**src/rtl/reg_to_axi.sv**
```systemverilog
// Regbus-to-AXI4 manager bridge: every register access is turned into one
// single-beat AXI transaction, and only one transaction is ever in flight.
package reg_to_axi_pkg;
    localparam int unsigned AW = 32;
    localparam int unsigned DW = 32;
    localparam int unsigned IW = 4;
    localparam int unsigned UW = 1;

    typedef struct packed {
        logic [IW-1:0] id;     logic [AW-1:0] addr;   logic [7:0] len;
        logic [2:0]    size;   logic [1:0]    burst;  logic       lock;
        logic [3:0]    cache;  logic [2:0]    prot;   logic [3:0] qos;
        logic [3:0]    region; logic [5:0]    atop;   logic [UW-1:0] user;
    } aw_chan_t;
    typedef struct packed {
        logic [IW-1:0] id;     logic [AW-1:0] addr;   logic [7:0] len;
        logic [2:0]    size;   logic [1:0]    burst;  logic       lock;
        logic [3:0]    cache;  logic [2:0]    prot;   logic [3:0] qos;
        logic [3:0]    region; logic [UW-1:0] user;
    } ar_chan_t;
    typedef struct packed {
        logic [DW-1:0] data; logic [DW/8-1:0] strb; logic last; logic [UW-1:0] user;
    } w_chan_t;
    typedef struct packed {
        logic [IW-1:0] id; logic [1:0] resp; logic [UW-1:0] user;
    } b_chan_t;
    typedef struct packed {
        logic [IW-1:0] id; logic [DW-1:0] data; logic [1:0] resp; logic last; logic [UW-1:0] user;
    } r_chan_t;
    typedef struct packed {
        aw_chan_t aw; logic aw_valid; w_chan_t w; logic w_valid; logic b_ready;
        ar_chan_t ar; logic ar_valid; logic r_ready;
    } axi_req_t;
    typedef struct packed {
        logic aw_ready; logic ar_ready; logic w_ready;
        logic b_valid; b_chan_t b; logic r_valid; r_chan_t r;
    } axi_rsp_t;
    typedef struct packed {
        logic [AW-1:0] addr; logic write; logic [DW-1:0] wdata; logic [DW/8-1:0] wstrb; logic valid;
    } reg_req_t;
    typedef struct packed {
        logic [DW-1:0] rdata; logic error; logic ready;
    } reg_rsp_t;
endpackage

module reg_to_axi #(
    parameter int unsigned         ADDR_WIDTH = 32,
    parameter int unsigned         DATA_WIDTH = 32,
    parameter int unsigned         ID_WIDTH   = 4,
    parameter int unsigned         USER_WIDTH = 1,
    parameter logic [ID_WIDTH-1:0] AXI_ID     = '0,
    parameter type axi_req_t = reg_to_axi_pkg::axi_req_t,
    parameter type axi_rsp_t = reg_to_axi_pkg::axi_rsp_t,
    parameter type reg_req_t = reg_to_axi_pkg::reg_req_t,
    parameter type reg_rsp_t = reg_to_axi_pkg::reg_rsp_t
) (
    input  logic     clk_i,
    input  logic     rst_ni,
    input  reg_req_t reg_req_i,
    output reg_rsp_t reg_rsp_o,
    output axi_req_t axi_req_o,
    input  axi_rsp_t axi_rsp_i
);
    localparam int unsigned STRB_WIDTH = DATA_WIDTH / 8;
    localparam logic [2:0]  AXI_SIZE   = 3'($clog2(STRB_WIDTH));

    typedef enum logic [2:0] {
        IDLE   = 3'd0,
        WR     = 3'd1,
        WAIT_B = 3'd2,
        RD     = 3'd3,
        WAIT_R = 3'd4,
        REPLY  = 3'd5
    } state_e;

    state_e                  state_q, state_d;
    logic [ADDR_WIDTH-1:0]   addr_q, addr_d;
    logic [DATA_WIDTH-1:0]   wdata_q, wdata_d;
    logic [STRB_WIDTH-1:0]   wstrb_q, wstrb_d;
    logic [DATA_WIDTH-1:0]   rdata_q, rdata_d;
    logic                    error_q, error_d;
    logic                    ready_q, ready_d;
    logic                    aw_valid_q, aw_valid_d;
    logic                    w_valid_q, w_valid_d;
    logic                    ar_valid_q, ar_valid_d;
    logic                    b_ready_q, b_ready_d;
    logic                    r_ready_q, r_ready_d;
    logic                    aw_done_q, aw_done_d;
    logic                    w_done_q, w_done_d;
    logic                    aw_hs_s, w_hs_s, aw_done_s, w_done_s;

    // Next state, captured request and handshake bookkeeping
    always_comb begin
        state_d    = state_q;
        addr_d     = addr_q;
        wdata_d    = wdata_q;
        wstrb_d    = wstrb_q;
        rdata_d    = rdata_q;
        error_d    = error_q;
        ready_d    = 1'b0;
        aw_valid_d = aw_valid_q;
        w_valid_d  = w_valid_q;
        ar_valid_d = ar_valid_q;
        b_ready_d  = b_ready_q;
        r_ready_d  = r_ready_q;
        aw_done_d  = aw_done_q;
        w_done_d   = w_done_q;
        aw_hs_s    = aw_valid_q & axi_rsp_i.aw_ready;
        w_hs_s     = w_valid_q & axi_rsp_i.w_ready;
        aw_done_s  = aw_done_q | aw_hs_s;
        w_done_s   = w_done_q | w_hs_s;
        case (state_q)
            IDLE: begin
                if (reg_req_i.valid) begin
                    addr_d  = reg_req_i.addr;
                    wdata_d = reg_req_i.wdata;
                    wstrb_d = reg_req_i.wstrb;
                    if (reg_req_i.write) begin
                        state_d    = WR;
                        aw_valid_d = 1'b1;
                        w_valid_d  = 1'b1;
                    end else begin
                        state_d    = RD;
                        ar_valid_d = 1'b1;
                    end
                end else begin
                    state_d = IDLE;
                end
            end
            WR: begin
                // Each valid retires on its own handshake; leave once both are done
                aw_valid_d = aw_valid_q & ~aw_hs_s;
                w_valid_d  = w_valid_q & ~w_hs_s;
                aw_done_d  = aw_done_s;
                w_done_d   = w_done_s;
                if (aw_done_s && w_done_s) begin
                    state_d   = WAIT_B;
                    b_ready_d = 1'b1;
                end else begin
                    state_d = WR;
                end
            end
            WAIT_B: begin
                if (axi_rsp_i.b_valid) begin
                    b_ready_d = 1'b0;
                    error_d   = axi_rsp_i.b.resp[1];
                    rdata_d   = '0;
                    ready_d   = 1'b1;
                    state_d   = REPLY;
                end else begin
                    state_d = WAIT_B;
                end
            end
            RD: begin
                if (axi_rsp_i.ar_ready) begin
                    ar_valid_d = 1'b0;
                    r_ready_d  = 1'b1;
                    state_d    = WAIT_R;
                end else begin
                    state_d = RD;
                end
            end
            WAIT_R: begin
                if (axi_rsp_i.r_valid) begin
                    r_ready_d = 1'b0;
                    rdata_d   = axi_rsp_i.r.data;
                    error_d   = axi_rsp_i.r.resp[1];
                    ready_d   = 1'b1;
                    state_d   = REPLY;
                end else begin
                    state_d = WAIT_R;
                end
            end
            REPLY: begin
                aw_done_d = 1'b0;
                w_done_d  = 1'b0;
                state_d   = IDLE;
            end
            default: begin
                state_d    = IDLE;
                aw_valid_d = 1'b0;
                w_valid_d  = 1'b0;
                ar_valid_d = 1'b0;
                b_ready_d  = 1'b0;
                r_ready_d  = 1'b0;
                aw_done_d  = 1'b0;
                w_done_d   = 1'b0;
            end
        endcase
    end

    // State and output registers
    always_ff @(posedge clk_i or negedge rst_ni) begin
        if (!rst_ni) begin
            state_q    <= IDLE;
            addr_q     <= '0;
            wdata_q    <= '0;
            wstrb_q    <= '0;
            rdata_q    <= '0;
            error_q    <= 1'b0;
            ready_q    <= 1'b0;
            aw_valid_q <= 1'b0;
            w_valid_q  <= 1'b0;
            ar_valid_q <= 1'b0;
            b_ready_q  <= 1'b0;
            r_ready_q  <= 1'b0;
            aw_done_q  <= 1'b0;
            w_done_q   <= 1'b0;
        end else begin
            state_q    <= state_d;
            addr_q     <= addr_d;
            wdata_q    <= wdata_d;
            wstrb_q    <= wstrb_d;
            rdata_q    <= rdata_d;
            error_q    <= error_d;
            ready_q    <= ready_d;
            aw_valid_q <= aw_valid_d;
            w_valid_q  <= w_valid_d;
            ar_valid_q <= ar_valid_d;
            b_ready_q  <= b_ready_d;
            r_ready_q  <= r_ready_d;
            aw_done_q  <= aw_done_d;
            w_done_q   <= w_done_d;
        end
    end

    // Drive the port structs straight from registers; unused AXI fields stay zero
    always_comb begin
        axi_req_o          = '0;
        axi_req_o.aw.id    = AXI_ID;
        axi_req_o.aw.addr  = addr_q;
        axi_req_o.aw.len   = 8'd0;
        axi_req_o.aw.size  = AXI_SIZE;
        axi_req_o.aw.burst = 2'b01;
        axi_req_o.aw_valid = aw_valid_q;
        axi_req_o.w.data   = wdata_q;
        axi_req_o.w.strb   = wstrb_q;
        axi_req_o.w.last   = 1'b1;
        axi_req_o.w_valid  = w_valid_q;
        axi_req_o.b_ready  = b_ready_q;
        axi_req_o.ar.id    = AXI_ID;
        axi_req_o.ar.addr  = addr_q;
        axi_req_o.ar.len   = 8'd0;
        axi_req_o.ar.size  = AXI_SIZE;
        axi_req_o.ar.burst = 2'b01;
        axi_req_o.ar_valid = ar_valid_q;
        axi_req_o.r_ready  = r_ready_q;
        reg_rsp_o          = '0;
        reg_rsp_o.rdata    = rdata_q;
        reg_rsp_o.error    = error_q;
        reg_rsp_o.ready    = ready_q;
    end

endmodule

```
**config.mk**
```make
export PLATFORM = sky130hd
export DESIGN_NAME = reg_to_axi
export DESIGN_NICKNAME = d
export VERILOG_FILES = /design/src/rtl/reg_to_axi.sv
export SDC_FILE = /design/constraint.sdc
export NUM_CORES = 1
export LEC_CHECK = 0
export ABC_AREA = 1
export CAP_MARGIN = 15
export CORE_AREA = 4 4 129 131
export DETAILED_ROUTE_END_ITERATION = 7
export DIE_AREA = 0 0 133 135
export GPL_TIMING_DRIVEN = 0
export HOLD_SLACK_MARGIN = 0.12
export PLACE_DENSITY = 0.88
export SLEW_MARGIN = 5
export SYNTH_ARGS = -nofsm -noshare
export SYNTH_HDL_FRONTEND = slang
export SYNTH_SLANG_ARGS = --single-unit
```
**constraint.sdc**
```tcl
create_clock -name clk_i -period 1.6 [get_ports clk_i]
set_clock_uncertainty 0.05 [all_clocks]
set_input_delay 0.16 -clock clk_i [delete_from_list [all_inputs] [get_ports clk_i]]
set_output_delay 0.16 -clock clk_i [all_outputs]
set_load 0.01 [all_outputs]
```
Yosys cells after proc, flatten, opt, wreduce, memory -nomap -nowiden
Index checks and enable logic that the tools add are counted.
{"block": "classes", "n_eq_ne": 12, "n_mux": 32, "reduce_logical": 14, "bitwise": 12}
{"operator": "2-to-1 mux 32 bit", "count": 2}
{"operator": "one-hot mux 32 bit (2 select lines)", "count": 1}
{"operator": "OR reduction 4 bit", "count": 5}
{"operator": "one-hot mux 1 bit (3 select lines)", "count": 5}
{"operator": "one-hot mux 3 bit (5 select lines)", "count": 1}
{"operator": "2-to-1 mux 1 bit", "count": 14}
{"operator": "!= test 2 bit, second input constant", "count": 7}
{"operator": "AND reduction 3 bit", "count": 4}
{"operator": "2-to-1 mux 3 bit", "count": 3}
{"operator": "one-hot mux 1 bit (2 select lines)", "count": 4}
{"operator": "== test 3 x 2 -> 1 bit, second input constant", "count": 2}
{"operator": "== test 3 bit, second input constant", "count": 2}
{"operator": "NOT 1 bit", "count": 6}
{"operator": "AND 1 bit", "count": 4}
{"operator": "2-to-1 mux 2 bit", "count": 2}
{"operator": "AND reduction 4 bit", "count": 1}
{"operator": "== test 3 x 1 -> 1 bit, second input constant", "count": 1}
{"operator": "logical NOT 3 bit", "count": 1}
{"operator": "bitwise OR 1 bit", "count": 2}
{"operator": "AND reduction 2 bit", "count": 1}
{"operator": "nonzero test 2 bit", "count": 1}
{"operator": "logical AND 1 bit", "count": 1}
{"block": "word_totals", "word_cells": 84, "output_inout_bits": 215, "in_bits": 124, "ff_bits": 112}

Logic depth before layout (Yosys ltp)
Gate-level depths: netlist (run 1).
{"block": "depth", "depth_word": 5, "mapped_depth": 9, "mapped_depth_nobuf": 8}

Least setup slack after synthesis (run 1)
Ideal clock, no wire load.
{"block": "synth_timing", "kind": "register to register", "start": "register state_q[1]", "end": "register addr_q[22]", "setup_ps": 117, "arrival_ps": 1186, "path_stages_with_launch": 9, "n_path_buf": 2, "required_time_ps": 1433, "synth_period_minus_slack_ps": 1353, "slack_ps": 247, "cell_sequence": "dfrtp_1 inv_1 nand2_1 nor2_2 nand2_2 buf_4 buf_4 nand2_1 nand2_1"}
{"block": "synth_via", "elab_chain_cells": 2}
{"element": "from (decl)", "line": "76", "rtl": "state_e state_q, state_d;"}
{"element": "from (signal assigned)", "line": "210", "rtl": "state_q <= state_d;"}
{"element": "logical NOT 3 bit", "line": "112", "rtl": "case (state_q)"}
{"element": "AND reduction 2 bit (no line)"}
{"element": "to (signal assigned)", "line": "211", "rtl": "addr_q <= addr_d;"}
{"element": "to (decl)", "line": "77", "rtl": "logic [ADDR_WIDTH-1:0] addr_q, addr_d;"}
Every way passes these cells.
A chain may end at the register's enable or synchronous reset.

Worst setup path after layout (run 1)
{"block": "layout_timing", "start": "register addr_q[15]", "end": "output axi_req_o[160] (netlist name)"}
{"element": "to (decl)", "line": "61", "rtl": "output axi_req_t axi_req_o,"}
No word-level cell between the ends.

==> results.cfg, run 1 <==
[yosys]
synth_seq_cells = 112
seq_area_frac_synth_pct = 51.0
synth_area_leaders = dfrtp_1, buf_4, nand2_1
yosysTopAreaCellShare_pct = 51.0
synth_edf_count = 0
synthArstFlopShare_pct = 100
synthCells = 642
avgSynthCellArea_sq_um = 8.57
synth_top_area_cell = dfrtp_1
synth-warning-count = 0
ys.flop_type = dfrtp_1
netlist_area_sq_um = 5500
ys_types = 23

[detailed_routing]
via_count = 5115
wire_per_inst_microns = 13.8
drc_errors = 0
wl_mm = 16.6
via_per_inst = 4.23
ant_nets = 0
drtPass1Iterations = 4
drtIter0Drc = 216

[floorplan]
die_width_microns = 133
pin_count = 339
die_area_sq_um = 18000
initial_core_util_pct = 35.3
die_h_microns = 135
rows = 46
coreArea_sq_um = 15600

[sta]
period_minus_slack_ns = 1.57
max_freq_ghz = 0.639
post-route-period-util_pct = 97.9
hold_viol = 0
setup_ws_ns = 0.0341
setup_viol = 0
slew_violations = 0

[job]
cap_violations = 0

[critical_path]
required_ns = 1.39
worst_setup_path_end_kind = output pin
r2r_end = rdata_q[5]
start_kind = register
regToRegStartpoint = state_q[1]
r2r_setup_slack_ns = 0.10
arrival_ns = 1.36
r2r_cells = 9
worstPathMaxFanout = 3
critPathKind = reg2out

[power]
power_density_nw_per_um2 = 1690
p_leak_uw = 0.00491
vdd_drop_max_v = 0.000799

[global_routing]
grt_pass1_wl_mm = 26.0
grt_antenna_before_repair = 1
grt_usage_pct = 17.8
grt-ovfl-total = 0
grt_pass1_vias = 5241
grt_max_degree = 75

[final_layout]
fill_cells = 1339
utilization_pct = 57.5
drive_above_1_share_pct = 18.4
fin_cells = 1208
nets = 1111
final_cell_mix = nand2_1, clkdlybuf4s50_1, buf_4
syn2layout_area_growth_pct = 63.1
diodes = 0
layout_commonest_cell = nand2_1

[run_status]
status = completed

[cts]
path_clk_slew_ns = 0.08
numCtsBuffers = 9
clock_latency_ns = 0.34
clock-sinks = 112
cts_tree = done
cts_root_buffer = clkbuf_16
h-tree-depth = 3
cts_buffer_depth = 2

[worst_hold_path]
hp-class = in2async

[place]
dp_hpwl_mm = 12.8
dpl.cell_count = 1181
gp_congestion = 0.801
port_buffers = 248
place_ws_ns = -0.0351
[layout make-up]
cell class              instances  area [sq um]  share of cell area (%)
flip-flops and latches        112          2800                    31.2
inverters                      15          61.3                   0.683
well taps                     216           270                    3.01
clock inverters                 7          56.3                   0.627
clock buffers                   9           225                    2.51
repair buffers                260          2630                    29.3
plain buffers                 147          1070                    12.0
multi-input cells             442          1860                    20.7
[registers in the layout, summed over array words and instances (netlist names)]
| signal | count |
|---|---|
| wdata_q | 32 |
| b_ready_q | 1 |
| ready_q | 1 |
| wstrb_q | 4 |
| w_valid_q | 1 |
| rdata_q | 32 |
| error_q | 1 |
| aw_done_q | 1 |
| aw_valid_q | 1 |
| ar_valid_q | 1 |
| r_ready_q | 1 |
| addr_q | 32 |
| w_done_q | 1 |
| state_q | 3 |
[power breakdown]
group	internal (uW)	switching, uW	total [uW]
sequential	4040	827	4870
combinational	4400	3750	8150
clock	1080	1110	2190
total	9520	5690	15200
[metrics by stage]
step,setup TNS (ns),hold slack (ns),area (sq um),total power (uW)
finish,0,0.222,8970,15200
global route,-0.0132,0.250,8970,16300
CTS,0,0.248,8870,15300
detailed placement,-0.257,0.0429,8560,13100
global placement,-451.94,0.403,8530,12900
floorplan,0,-0.186,5780,8810
[synth_stat cells (all sizes together) (2+ instances only)]
library cell  instances
nand2               235
buf                 144
dfrtp               112
nand3               109
inv                  15
a21oi                 6
nor2                  6
o21ai                 4
clkbuf                3
conb                  2
nand4                 2
o211ai                2
[critical path: stages, from the launching register on]
cell and delay, ns:
dfrtp_1 0.37, buf_4 0.12, clkdlybuf4s50_1 0.52
[how the worst max path moves through the flow]
stage / cells past startpoint / to / startpoint / slack (ns)
floorplan: 8 / addr_q[22] / state_q[1] / 0.25
global placement: 1 / addr_q[3] / rst_ni / -4.04
detailed placement: 8 / addr_q[30] / state_q[1] / -0.04
CTS: 2 / axi_req_o[164] / addr_q[19] / 0.002
global route: 2 / axi_req_o[147] / addr_q[2] / -0.008
finish: 2 / axi_req_o[160] / addr_q[15] / 0.03
[layer usage]
metal | GRT usage (%) | share of wire (%) | vias up
met5 | 0 | 0.072 | -
met4 | 5.60 | 2.1 | 2
met3 | 4.02 | 5.9 | 26
met2 | 31.9 | 52 | 196
met1 | 21.3 | 40 | 2358
li1 | - | - | 2533
[repair_timing]
item                       in CTS  in global routing
setup endpoints to repair      28                118
gates resized for setup        17                 29
setup buffers                   5                  5
hold endpoints to repair      112                  0
hold buffers                    1                  0
[cell families after synthesis]
logic type             synth area share [%]
AO/OA/AOI/OAI                          1.34
flip-flops                             51.0
buffers and inverters                  20.5
other                                 0.137
AND/OR/NAND/NOR                        27.0
Power figures use the tool's default switching activity.
==> run 2: changes to the inputs <==
--- a/config.mk
+++ b/config.mk
@@ -10,7 +10,6 @@
 export CORE_AREA = 4 4 129 131
 export DETAILED_ROUTE_END_ITERATION = 7
 export DIE_AREA = 0 0 133 135
-export GPL_TIMING_DRIVEN = 0
 export HOLD_SLACK_MARGIN = 0.12
 export PLACE_DENSITY = 0.88
 export SLEW_MARGIN = 5
==> run 2 against run 1 <==
  * Critical path type unchanged
  * Routed wire length fell by 6.9%
  * Combinational power fell by 8.3%
  * Clock power barely moved
  * Critical path depth fell by 1
  * Worst hold slack got worse by 0.053 ns
==> results.cfg, run 2 (synthesized netlist as in run 1, its figures left out) <==
[final_layout]
final_cell_mix = clkdlybuf4s50_1, nand2_1, dfrtp_1
nets = 972
drive_above_1_share_pct = 5.63
layout_commonest_cell = clkdlybuf4s50_1
seqCellArea_sq_um = 2800
syn2layout_area_growth_pct = 45.3
final_area_sq_um = 7990
multi_input_area_sq_um = 1850
reg_top3 = addr_q x32, rdata_q x32, wdata_q x32
diodes = 0
fill_cells = 1448

[sta]
period_minus_slack_ns = 1.53
post-route-period-util_pct = 95.8
hold_viol = 0
setup_ws_ns = 0.0671
max_freq_ghz = 0.652
grt_setup_unrepaired = no
fin_setup_tns_ns = 0
slew_violations = 0
hold_slack_ns = 0.169
setup_viol = 0

[critical_path]
cpMaxStageDelayCell = clkdlybuf4s50_1
cpLargestDelayFamily = buffers and inverters
critPathMaxStageDelay_ns = 0.57
worst_setup_path_end_kind = output pin
critPathKind = reg2out
start_kind = register
crit_buf_inv = 1
worstPathMaxFanout = 3
required_ns = 1.39
arrival_ns = 1.32
crit_chain = clkdlybuf4s50_1

[detailed_routing]
via_count = 4662
drc_errors = 0
drtIter0Drc = 152
wire_per_inst_microns = 14.5
ant_nets = 0
via_per_inst = 4.37
wl_mm = 15.5
drtPass1Iterations = 6

[cts]
cts_tree = done
cts_buffer_depth = 2
h-tree-depth = 3
numCtsBuffers = 9
clock_latency_ns = 0.34
clock-sinks = 112
path_clk_slew_ns = 0.08
cts_root_buffer = clkbuf_16

[power]
p_sw_uw = 5500
vdd_drop_max_v = 0.000767
power_frac_seq_pct = 33.5
p_leak_uw = 0.00397
power_density_nw_per_um2 = 1810
internal-power_uw = 9010
p_comb_share_pct = 51.5
pwr-share-clk_pct = 15.0
switching_share_pct = 37.9

[floorplan]
coreArea_sq_um = 15600
initial_core_util_pct = 35.3
die_area_sq_um = 18000
die_width_microns = 133
pin_count = 339
rows = 46
die_h_microns = 135

[place]
gp_congestion = 0.772
dp_hpwl_mm = 11.5
place_ws_ns = 0.0584
port_buffers = 249
placed_area_sq_um = 7640

[global_routing]
grt_pass1_vias = 4547
grt_antenna_before_repair = 1
grt-ovfl-total = 0
grt_usage_pct = 16.1
grt_max_degree = 53
grt_pass1_wl_mm = 23.3

[run_status]
status = completed

[worst_hold_path]
hp-class = in2reg

[job]
cap_violations = 0
[run 2: cell types whose count changed in the layout (fill, tap and decap cells not counted), moves of 2 or more]
cell             before  now
clkinv_4              3    1
buf_12                0    5
dlygate4sd2_1        16    0
inv_6                 2    4
buf_4               136   10
clkdlybuf4s50_1     211  246
dlymetal6s2s_1       20    1
buf_2                 8    1
buf_6                 6    3
buf_1                 5    0
clkbuf_2              2    0
[run 2: power by group through the flow]
stage	Sequential (uW)	Combinational [uW]	Clock [uW]
after floorplan	5290	3520	0
after global placement	4850	7100	0
after detailed placement	4900	7290	0
after CTS	4870	7300	2270
after global routing	5060	8090	2350
final	4870	7470	2170
[run 2: metal layers]
metal	vias up	wire (microns)	global-route usage [%]
met2	195	8240	29.8
met5	-	13	0
met1	2204	6050	18.9
met4	2	228	4.39
met3	16	929	3.65
li1	2245	-	-
[run 2: final cells by class]
| cell class | count | area share, % |
|---|---|---|
| inverter | 15 | 0.798 |
| sequential | 112 | 35.1 |
| tap | 216 | 3.38 |
| timing repair buffer | 268 | 34.1 |
| clock buffer | 10 | 2.99 |
| multi-input combinational | 442 | 23.2 |
| clock inverter | 5 | 0.501 |
[run 2: metrics by stage]
| step | total power [uW] | util [%] | instances |
|---|---|---|---|
| global route | 15500 | 51.3 | 1068 |
| finish | 14500 | 51.3 | 1068 |
| detailed placement | 12200 | 49.0 | 1048 |
| floorplan | 8810 | - | 716 |
| CTS | 14400 | 50.8 | 1064 |
| global placement | 12000 | 49.0 | 1048 |
[run 2: worst min-delay path, delay by kind of cell]
| family | cells | cell delay (ns) |
|---|---|---|
| buf+inv | 1 | 0.17 |
| simple gates | 2 | 0.19 |
[run 2: worst paths after layout]
kind / start / end / slack (ns) / cells past startpoint
setup reg to reg: state_q[1] / rdata_q[17] / 0.11 / 8
hold reg to reg: b_ready_q / b_ready_q / 0.42 / 2
min in group asynchronous: rst_ni / rdata_q[26] / 0.24 / 2
setup / recovery: addr_q[0] / axi_req_o[32] / 0.07 / 1
hold / removal: reg_req_i[0] / ar_valid_q / 0.17 / 3
max in group asynchronous: rst_ni / addr_q[3] / 0.69 / 3
[run 2: what timing repair did]
item	CTS	global route
hold endpoints to repair	112	0
gates resized for setup	0	9
hold buffers	1	0
setup buffers	0	3
setup endpoints to repair	0	33
==> run 3: changes to the inputs <==
--- a/config.mk
+++ b/config.mk
@@ -12,7 +12,6 @@
 export DIE_AREA = 0 0 133 135
 export HOLD_SLACK_MARGIN = 0.12
 export PLACE_DENSITY = 0.88
-export SLEW_MARGIN = 5
 export SYNTH_ARGS = -nofsm -noshare
 export SYNTH_HDL_FRONTEND = slang
 export SYNTH_SLANG_ARGS = --single-unit
==> results of run 3 <==
The final DEF is identical to that of run 2; final timing and power are the same.
